### src/rtl/cmp_event_capture.sv
// cmp_event_capture
//   Synchronizes an asynchronous latch-comparator decision and glitch-filters
//   it. Every change of the filtered level is timestamped and queued in a
//   small event FIFO.
//
// Ports
//   clk        rising-edge clock for all state
//   rst_n      asynchronous active-low reset
//   ena        block enable; 0 freezes sync flops, filter and timestamp
//   cmp_in     raw comparator decision (asynchronous to clk)
//   filt_len   required consecutive stable samples (0 acts as 1)
//   cmp_filt   synchronized, glitch-filtered comparator level
//   evt_valid  FIFO head holds an event
//   evt_ready  consumer accepts the head event
//   evt_data   {edge, timestamp}; edge 1 = rising, 0 = falling
//   evt_count  FIFO occupancy, 0..DEPTH
//   ovf        sticky overflow flag (event dropped while full)
//   ovf_clr    synchronous clear of ovf
module cmp_event_capture #(
  parameter int FILT_W = 4,
  parameter int TS_W   = 8,
  parameter int DEPTH  = 4
) (
  input  logic                       clk,
  input  logic                       rst_n,
  input  logic                       ena,
  input  logic                       cmp_in,
  input  logic [FILT_W-1:0]          filt_len,
  output logic                       cmp_filt,
  output logic                       evt_valid,
  input  logic                       evt_ready,
  output logic [TS_W:0]              evt_data,
  output logic [$clog2(DEPTH):0]     evt_count,
  output logic                       ovf,
  input  logic                       ovf_clr
);

  localparam int AW = $clog2(DEPTH);

  // A programmed length of zero behaves like a single-sample filter.
  function automatic logic [FILT_W-1:0] eff_len(input logic [FILT_W-1:0] len);
    return (len == '0) ? FILT_W'(1) : len;
  endfunction

  logic              cmp_meta_p0;
  logic              cmp_s_p1;
  logic [FILT_W-1:0] filt_cnt;
  logic [TS_W-1:0]   ts;
  logic [FILT_W:0]   cnt_inc;
  logic              filt_hit;

  logic              vld_p2;
  logic [TS_W:0]     data_p2;

  logic [TS_W:0]     mem [DEPTH];
  logic [AW:0]       wr_ptr;
  logic [AW:0]       rd_ptr;
  logic              full;
  logic              pop;
  logic              push_ok;
  logic              ovf_set;

  // Stage p0/p1: two-flop synchronizer, frozen while disabled
  always_ff @(posedge clk or negedge rst_n) begin
    if (!rst_n) begin
      cmp_meta_p0 <= 1'b0;
      cmp_s_p1    <= 1'b0;
    end else if (ena) begin
      cmp_meta_p0 <= cmp_in;
      cmp_s_p1    <= cmp_meta_p0;
    end
  end

  // Counter is one bit wider so the increment never wraps before the compare.
  assign cnt_inc  = {1'b0, filt_cnt} + (FILT_W + 1)'(1);
  assign filt_hit = (cmp_s_p1 != cmp_filt) && (cnt_inc == {1'b0, eff_len(filt_len)});

  // Stage p2: glitch filter and timestamp; a level change stages one event
  always_ff @(posedge clk or negedge rst_n) begin
    if (!rst_n) begin
      filt_cnt <= '0;
      cmp_filt <= 1'b0;
      ts       <= '0;
      vld_p2   <= 1'b0;
    end else begin
      vld_p2 <= 1'b0;
      if (ena) begin
        ts <= ts + TS_W'(1);
        if (cmp_s_p1 == cmp_filt) begin
          filt_cnt <= '0;
        end else if (filt_hit) begin
          cmp_filt <= cmp_s_p1;
          filt_cnt <= '0;
          vld_p2   <= 1'b1;
        end else begin
          filt_cnt <= cnt_inc[FILT_W-1:0];
        end
      end
    end
  end

  // Event payload carries the timestamp from before the filter edge.
  always_ff @(posedge clk) begin
    if (ena && filt_hit) data_p2 <= {cmp_s_p1, ts};
  end

  // Stage p3: event FIFO write/read
  assign evt_count = wr_ptr - rd_ptr;
  assign evt_valid = (evt_count != '0);
  assign full      = (evt_count == (AW + 1)'(DEPTH));
  assign pop       = evt_valid && evt_ready;
  // A pop frees the slot that a simultaneous push into a full FIFO reuses.
  assign push_ok   = vld_p2 && (!full || pop);
  assign ovf_set   = vld_p2 && full && !pop;

  always_ff @(posedge clk or negedge rst_n) begin
    if (!rst_n) begin
      wr_ptr <= '0;
      rd_ptr <= '0;
      ovf    <= 1'b0;
    end else begin
      if (push_ok) wr_ptr <= wr_ptr + (AW + 1)'(1);
      if (pop)     rd_ptr <= rd_ptr + (AW + 1)'(1);
      // A new overflow wins over a coincident clear.
      if (ovf_set)      ovf <= 1'b1;
      else if (ovf_clr) ovf <= 1'b0;
    end
  end

  always_ff @(posedge clk) begin
    if (push_ok) mem[wr_ptr[AW-1:0]] <= data_p2;
  end

  // Storage is not reset, so the head is masked to zero when empty.
  assign evt_data = evt_valid ? mem[rd_ptr[AW-1:0]] : '0;

endmodule

### config.mk
export PLATFORM = sky130hd
export DESIGN_NAME = cmp_event_capture
export DESIGN_NICKNAME = d
export VERILOG_FILES = /design/src/rtl/cmp_event_capture.sv
export SDC_FILE = /design/constraint.sdc
export NUM_CORES = 1
export LEC_CHECK = 0
export ABC_CLOCK_PERIOD_IN_PS = 6400
export CAP_MARGIN = 30
export CORE_UTILIZATION = 45
export CTS_CLUSTER_DIAMETER = 60
export CTS_CLUSTER_SIZE = 14
export DETAILED_ROUTE_END_ITERATION = 8
export GPL_ROUTABILITY_DRIVEN = 0
export SETUP_SLACK_MARGIN = 0.5
export SLEW_MARGIN = 0
export SYNTH_ARGS = -nofsm -noshare
export SYNTH_HDL_FRONTEND = slang
export SYNTH_SLANG_ARGS = --single-unit
### constraint.sdc
create_clock -name clk -period 6.4 [get_ports clk]
set_input_delay 0.64 -clock clk [delete_from_list [all_inputs] [get_ports clk]]
set_output_delay 0.64 -clock clk [all_outputs]
set_load 0.005 [all_outputs]
==> summary.txt, run 1 <==
Run status
  • Status: finished clean

Critical path
  • Crit-path cells: ha_1, fa_1, xnor3_1, nand3_1, and2_1, clkdlybuf4s50_1
  • Reg-to-reg startpoint: rd_ptr[0]
  • CP max stage cell: dfrtp_1
  • R2R cell count: 6
  • Worst Setup EP: evt_data[1]
  • Crit end category: output pin
  • Critical setup path kind: flop to output pin
  • CP Data Arrival Time: 3.02 ns
  • Critical Path Max Stage Delay: approximately 0.63 ns
  • Worst EP required: 5.76 ns
  • R2R Setup Slk: between 3 and 4 ns
  • Reg2reg end: mem[3][8]
  • Critical path launch point: rd_ptr[0]
  • Critical path launch point type: flop
  • Crit Path Max Fanout: 12

Route
  • Post-DR vias/cell: approximately 5.2
  • 1st-pass router iterations: 4
  • Final wirelength: ~4500 um
  • DRT antenna net count: 0
  • Starting DRC count in detailed routing: 78
  • Routed len/inst: ~16 um
  • Via count: 1479
  • Residual DRC count: 0

Synthesis
  • Synth Instances: between 150 and 200
  • Largest cells by area after synthesis: edfxtp_1, dfrtp_1, mux4_2
  • Mapped Nets: 193
  • Sequential share of the synthesized area: between 60% and 70%
  • Yosys top cell area share: between 40% and 50%
  • Avg Cell Area, Syn: approximately 17 sq um
  • Post-synthesis register bit count: 68
  • Synth unique cells: 35
  • Yosys warns: 0
  • Netlist Area Pre-Place: between 2000 and 3000 sq um
  • Leading area contributor after synthesis: edfxtp_1

Cells and area
  • Commonest non-fill, non-tap cell in the layout: edfxtp_1
  • Final Util: between 50 and 60%
  • Synth-to-Final Area Change: 18.4%
  • Commonest non-fill, non-tap cells in the layout: edfxtp_1, clkdlybuf4s50_1, dfrtp_1, and2_1, xnor2_1
  • Final Net Count: between 200 and 250
  • Layout cells sized above 1: 16.7%
  • Antenna cells: 0

STA
  • Setup_tns: 0 ns
  • Minimum clock period: between 3 and 4 ns
  • FMAX: between 200 and 300 MHz
  • Tcrit/Tclk final: 57.1%
  • Final Hold Viols: 0
  • Final hold slack: approximately 0.47 ns
  • RSZ-0062 raised after global routing: false
  • Slew @ Worst Pin: about 0.79 ns
  • Final setup fails: 0
  • Max Slew Vio Count: 0
  • Skew final: between 0.01 and 0.015 ns
  • Slew headroom: a little under half

Floorplan
  • Die W: slightly above 80 um
  • Die height: 82.1 um
  • I/O Pins: 25
  • Die area: 6750 sq um
  • Std-Cell Rows: 28
  • Core ar.: 6060 sq um
  • Starting Density: between 40% and 50%

Flow run
  • # Max-Cap Violations: 0

Power and ir drop
  • Max VDD drop: around 0.23 mV
  • Pwr per Cell Area: roughly 450 nW/um^2
  • Leak: roughly 1.3 nW

Clocking
  • Clk_lat worst skew: approximately 0.34 ns
  • TritonCTS Buffers: 9
  • Bufs on Longest Clock Path: 2
  • Clock sinks: just under 70
  • Clock-pin slew on the worst setup and hold paths: approximately 0.070 ns
  • CTS root buffer: clkbuf_8
  • Post-cts resize count: 0
  • Cts hold-fix bufs: 0
  • CTS tree: built
  • H-tree levels: 3
  • Postcts setup bufs: 0

Worst hold path
  • Worst hold path type: flop to flop
  • Hold path startpoint: wr_ptr[2]

Global routing
  • Gr usage total: 16.1%
  • First-pass GRT wire length: about 7600 um
  • Largest net degree at the start of global routing: 16
  • Antenna violations before repair: 0
  • Global route overflow: 0
  • Number of global-route vias before repair: ~1500

Placement
  • I/O Buffers: 24
  • Placed wire-length estimate: just over 3000 um
layout make-up:
| cell class | instances | area (sq um) |
|---|---|---|
| sequential | 68 | 1930 |
| tap | 75 | 93.8 |
| multi-input combinational | 92 | 902 |
| clock inverter | 5 | 58.8 |
| inverter | 9 | 33.8 |
| fill | 495 | 2640 |
| timing repair buffer | 25 | 255 |
| clock buffer | 11 | 153 |
critical path, delay by kind of cell, from the launching register on:
family	cells	cell delay, ns
adders and majority gates	2	0.70
DFF	1	0.63
xor gates and xnor gates	1	0.27
buffers and inverters	1	0.44
and+or+nand+nor	2	0.64
flip-flops by register name (all words and copies together), names as in the netlist:
name / cells
filt_cnt: 4
ts: 8
data_p2: 9
mem: 36
rd_ptr: 3
cmp_meta_p0: 1
ovf: 1
cmp_filt: 1
vld_p2: 1
wr_ptr: 3
cmp_s_p1: 1
cells in the mapped netlist:
| library cell | count |
|---|---|
| and4_2 | 1 |
| nor4_2 | 1 |
| mux2_4 | 1 |
| xnor3_1 | 2 |
| buf_6 | 1 |
| ha_1 | 8 |
| fa_1 | 1 |
| nand2_1 | 6 |
| nor2b_1 | 3 |
| clkbuf_1 | 1 |
| or3_1 | 1 |
| nor3_1 | 1 |
| inv_1 | 9 |
| o22ai_1 | 1 |
| o32ai_4 | 1 |
| buf_1 | 2 |
| and3_4 | 1 |
| o31ai_1 | 1 |
| edfxtp_1 | 45 |
| nand4_1 | 2 |
| nand3_1 | 6 |
| xnor2_1 | 10 |
| nand2b_1 | 1 |
| mux2_2 | 4 |
| xor2_1 | 6 |
| mux4_2 | 9 |
| nor3b_1 | 1 |
| and2b_1 | 1 |
| dfrtp_1 | 23 |
| o32ai_2 | 1 |
| nor2_1 | 2 |
| and3_1 | 2 |
| buf_2 | 1 |
| o21ai_0 | 5 |
| and2_1 | 13 |
worst min path at each step:
stage | to | slack (ns) | cells past startpoint
after CTS | ts[7] | 0.48 | 1
after floorplan | cmp_filt | 0.34 | 0
final | wr_ptr[2] | 0.47 | 1
after global routing | wr_ptr[2] | 0.50 | 1
after global placement | ovf | 0.46 | 2
after detailed placement | data_p2[7] | 0.46 | 0
metrics by stage:
| stage | cells | cell area, sq um | total power, mW | setup slack, ns |
|---|---|---|---|---|
| 2_1_floorplan | 174 | 2890 | 0.937 | 4.02 |
| 3_3_place_gp | 268 | 3200 | 1.16 | 3.15 |
| 3_5_place_dp | 269 | 3210 | 1.19 | 3.00 |
| 4_1_cts | 285 | 3420 | 1.55 | 2.64 |
| 5_1_grt | 285 | 3420 | 1.64 | 2.50 |
| 6_report | 285 | 3420 | 1.53 | 2.74 |
per-layer routing:
layer  up-vias  routed length (um)  GRT usage [%]
li1        694                   -              -
met1       749                2010           19.6
met2        26                2280           26.6
met3        10                 116           3.63
met4         0                 106           8.60
met5         -                   0              0
kinds of logic after synthesis:
| logic type | count (synthesis) | synth area share (%) |
|---|---|---|
| XOR/XNOR | 18 | 6.41 |
| buffers and inverters | 14 | 2.12 |
| AND/OR/NAND/NOR | 42 | 8.70 |
| flip-flops | 68 | 66.7 |
| AO/OA/AOI/OAI | 9 | 2.86 |
| adder cells (fa/ha/maj) | 9 | 4.16 |
| multiplexers | 14 | 9.09 |
power by group:
group | switching (mW) | internal, mW | total (mW)
sequential | 0.0922 | 0.539 | 0.631
clock | 0.161 | 0.204 | 0.365
combinational | 0.200 | 0.336 | 0.536
(Power assumes the default switching activity.)
==> run 2, diff against run 1 <==
--- a/config.mk
+++ b/config.mk
@@ -5,7 +5,7 @@
 export SDC_FILE = /design/constraint.sdc
 export NUM_CORES = 1
 export LEC_CHECK = 0
-export ABC_CLOCK_PERIOD_IN_PS = 6400
+export ABC_CLOCK_PERIOD_IN_PS = 3700
 export CAP_MARGIN = 30
 export CORE_UTILIZATION = 45
 export CTS_CLUSTER_DIAMETER = 60
==> constraint.sdc (replaced) <==
create_clock -name clk -period 3.7 [get_ports clk]
set_input_delay 0.37 -clock clk [delete_from_list [all_inputs] [get_ports clk]]
set_output_delay 0.37 -clock clk [all_outputs]
set_load 0.005 [all_outputs]
==> run 2 against run 1 <==
Against the previous run:
- clock power increased by 64%
- flip-flop and latch count did not move
- critical path depth increased by 1
- setup slack lost 2.0 ns
- count of clock-buffer cells in the layout is 1 higher
- core utilization increased by 0.19 points
- first-iteration DRC count decreased by 28%
- power is 72% higher
- non-clock buffer count rose by 2
- largest power group unchanged
==> summary.txt, run 2 (synthesis results as in run 1) <==
Critical path
  • R2R Setup Slk: 1.04 ns (was 3.49 ns)
  • CP Data Arrival Time: 2.59 ns (was 3.02 ns)
  • CP delay by family, top: adder cells (unchanged)
  • Crit Path Max Fanout: 12 (unchanged)
  • Critical Path Max Stage Delay: 0.44 ns (was 0.63 ns)
  • Levels on crit path: 7 (was 6)
  • Crit-path cells: inv_1, ha_1, fa_1, xnor3_1, nand3_2, and2_1, clkdlybuf4s50_1 (was ha_1, fa_1, xnor3_1, nand3_1, and2_1, clkdlybuf4s50_1)
  • Critical path launch point type: flop (unchanged)
  • CP max stage cell: clkdlybuf4s50_1 (was dfrtp_1)
  • Critical setup path kind: flop to output pin (unchanged)
  • Worst path bufs/invs: 2 (was 1)
  • Worst EP required: 3.33 ns (was 5.76 ns)
  • R2R cell count: 7 (was 6)
  • Crit end category: output pin (unchanged)

Placement
  • Setup WS pre-CTS: 0.918 ns (was 3.00 ns)
  • Dpl cells: 271 (was 269)
  • I/O Buffers: 24 (unchanged)
  • Placed wire-length estimate: 3090 um (was 3120 um)

STA
  • Tcrit/Tclk final: about 80%
  • Slew headroom: 45.5% (was 47.1%)
  • Setup_tns: 0 ns (unchanged)
  • Final Hold Viols: 0 (unchanged)
  • Skew final: 0.00605 ns (was 0.0124 ns)
  • RSZ-0062 raised after global routing: false (unchanged)
  • FMAX: ~340 MHz
  • Final setup fails: 0 (unchanged)
  • Slew @ Worst Pin: 0.816 ns (was 0.792 ns)
  • Final hold slack: 0.435 ns (was 0.474 ns)
  • Max Slew Vio Count: 0 (unchanged)
  • Minimum clock period: 2.96 ns
  • Final Worst Setup Slack: 0.737 ns (was 2.74 ns)

Power and ir drop
  • Sequential Power Share: 40.2% (was 41.2%)
  • Comb power frac: 37.0% (was 35.0%)
  • P_int: 1.87 mW (was 1.08 mW)
  • Clock power frac: 22.8% (was 23.8%)
  • Pwr per Cell Area: 767 nW/um^2 (was 448 nW/um^2)
  • Leak: 1.28 nW (was 1.27 nW)
  • Max VDD drop: 0.432 mV (was 0.234 mV)
  • Sw Ratio: 28.8% (was 29.6%)
  • Sw power: 0.760 mW (was 0.453 mW)

Route
  • Post-DR vias/cell: 5.07 (was 5.19)
  • Residual DRC count: 0 (unchanged)
  • Final wirelength: 4410 um (was 4510 um)
  • Starting DRC count in detailed routing: 56 (was 78)
  • DRT antenna net count: 0 (unchanged)
  • Routed len/inst: 15.4 um (was 15.8 um)
  • Via count: 1454 (was 1479)
  • 1st-pass router iterations: 4 (unchanged)

Cells and area
  • Fillers: 487 (was 495)
  • Final Net Count: 226 (was 224)
  • Non-filler cells, final: 287 (was 285)
  • Commonest non-fill, non-tap cell in the layout: edfxtp_1 (unchanged)
  • Layout cells sized above 1: 17.9% (was 16.7%)
  • Commonest non-fill, non-tap cells in the layout: edfxtp_1, clkdlybuf4s50_1, dfrtp_1, and2_1, clkbuf_8 (was edfxtp_1, clkdlybuf4s50_1, dfrtp_1, and2_1, xnor2_1)
  • Number of flip-flops in the largest register: 36 (unchanged)
  • Antenna cells: 0 (unchanged)
  • Synth-to-Final Area Change: 18.8% (was 18.4%)

Clocking
  • Post-cts resize count: 1 (was 0)
  • H-tree levels: 3 (unchanged)
  • CTS tree: built (unchanged)
  • Clk_lat worst skew: 0.33 ns (was 0.34 ns)
  • Bufs on Longest Clock Path: 2 (unchanged)
  • CTS root buffer: clkbuf_8 (unchanged)
  • Cts hold-fix bufs: 0 (unchanged)
  • TritonCTS Buffers: 9 (unchanged)
  • Postcts setup bufs: 0 (unchanged)
  • Clock sinks: 68 (unchanged)
  • Clock-pin slew on the worst setup and hold paths: 0.07 ns (about the same)

Global routing
  • Gr usage total: 16.1% (about the same)
  • Largest net degree at the start of global routing: 16 (unchanged)
  • Antenna violations before repair: 0 (unchanged)
  • First-pass GRT wire length: 7530 um (was 7570 um)
  • Number of global-route vias before repair: 1556 (was 1509)
  • Global route overflow: 0 (unchanged)

Worst hold path
  • Worst hold path type: primary input to async pin (was flop to flop)

Floorplan
  • Die W: 82.1 um (unchanged)
  • Die height: 82.1 um (unchanged)
  • Starting Density: 47.7% (unchanged)
  • Die area: 6750 sq um (unchanged)
  • I/O Pins: 25 (unchanged)
  • Core ar.: 6060 sq um (unchanged)
  • Std-Cell Rows: 28 (unchanged)

Flow run
  • # Max-Cap Violations: 0 (unchanged)

Run status
  • Status: finished clean (unchanged)
run 2: routing by layer:
| metal | vias up | share of wire, % | GRT usage, % | routed length, um |
|---|---|---|---|---|
| met5 | - | 0 | 0 | 0 |
| met2 | 31 | 52 | 27.5 | 2290 |
| met4 | 0 | 0.43 | 5.26 | 19 |
| met1 | 716 | 43 | 18.2 | 1920 |
| met3 | 2 | 4.2 | 6.92 | 187 |
| li1 | 705 | - | - | - |
run 2: layout make-up:
cell class                      count  area (sq um)  area share (%)
Inverter                            9          33.8           0.984
Sequential cell                    68          1930            56.1
Clock inverter                      4          47.5            1.38
Timing Repair Buffer               27           270            7.87
Multi-Input combinational cell     92           907            26.4
Clock buffer                       12           155            4.52
Tap cell                           75          93.8            2.73
run 2: worst paths after layout:
kind,to,startpoint
hold reg to reg,wr_ptr[2],wr_ptr[2]
setup reg to reg,mem[3][5],wr_ptr[0]
max in group asynchronous,rd_ptr[0],rst_n
hold / removal,filt_cnt[2],rst_n
min in group clk,wr_ptr[2],wr_ptr[2]
setup / recovery,evt_data[4],wr_ptr[0]
run 2: stage by stage:
step                instance area [sq um]  utilization, %  total power, mW
finish                               3430            56.7             2.63
global route                         3430            56.7             2.82
CTS                                  3430            56.7             2.68
detailed placement                   3230            53.2             2.05
global placement                     3210            53.0             2.02
floorplan                            2890               -             1.62
run 2: power groups by stage:
stage | sequential (mW) | combinational (mW) | clock [mW]
floorplan | 1.03 | 0.590 | 0
global placement | 1.07 | 0.945 | 0
global route | 1.08 | 1.09 | 0.653
CTS | 1.06 | 0.997 | 0.617
detailed placement | 1.08 | 0.972 | 0
finish | 1.06 | 0.974 | 0.600
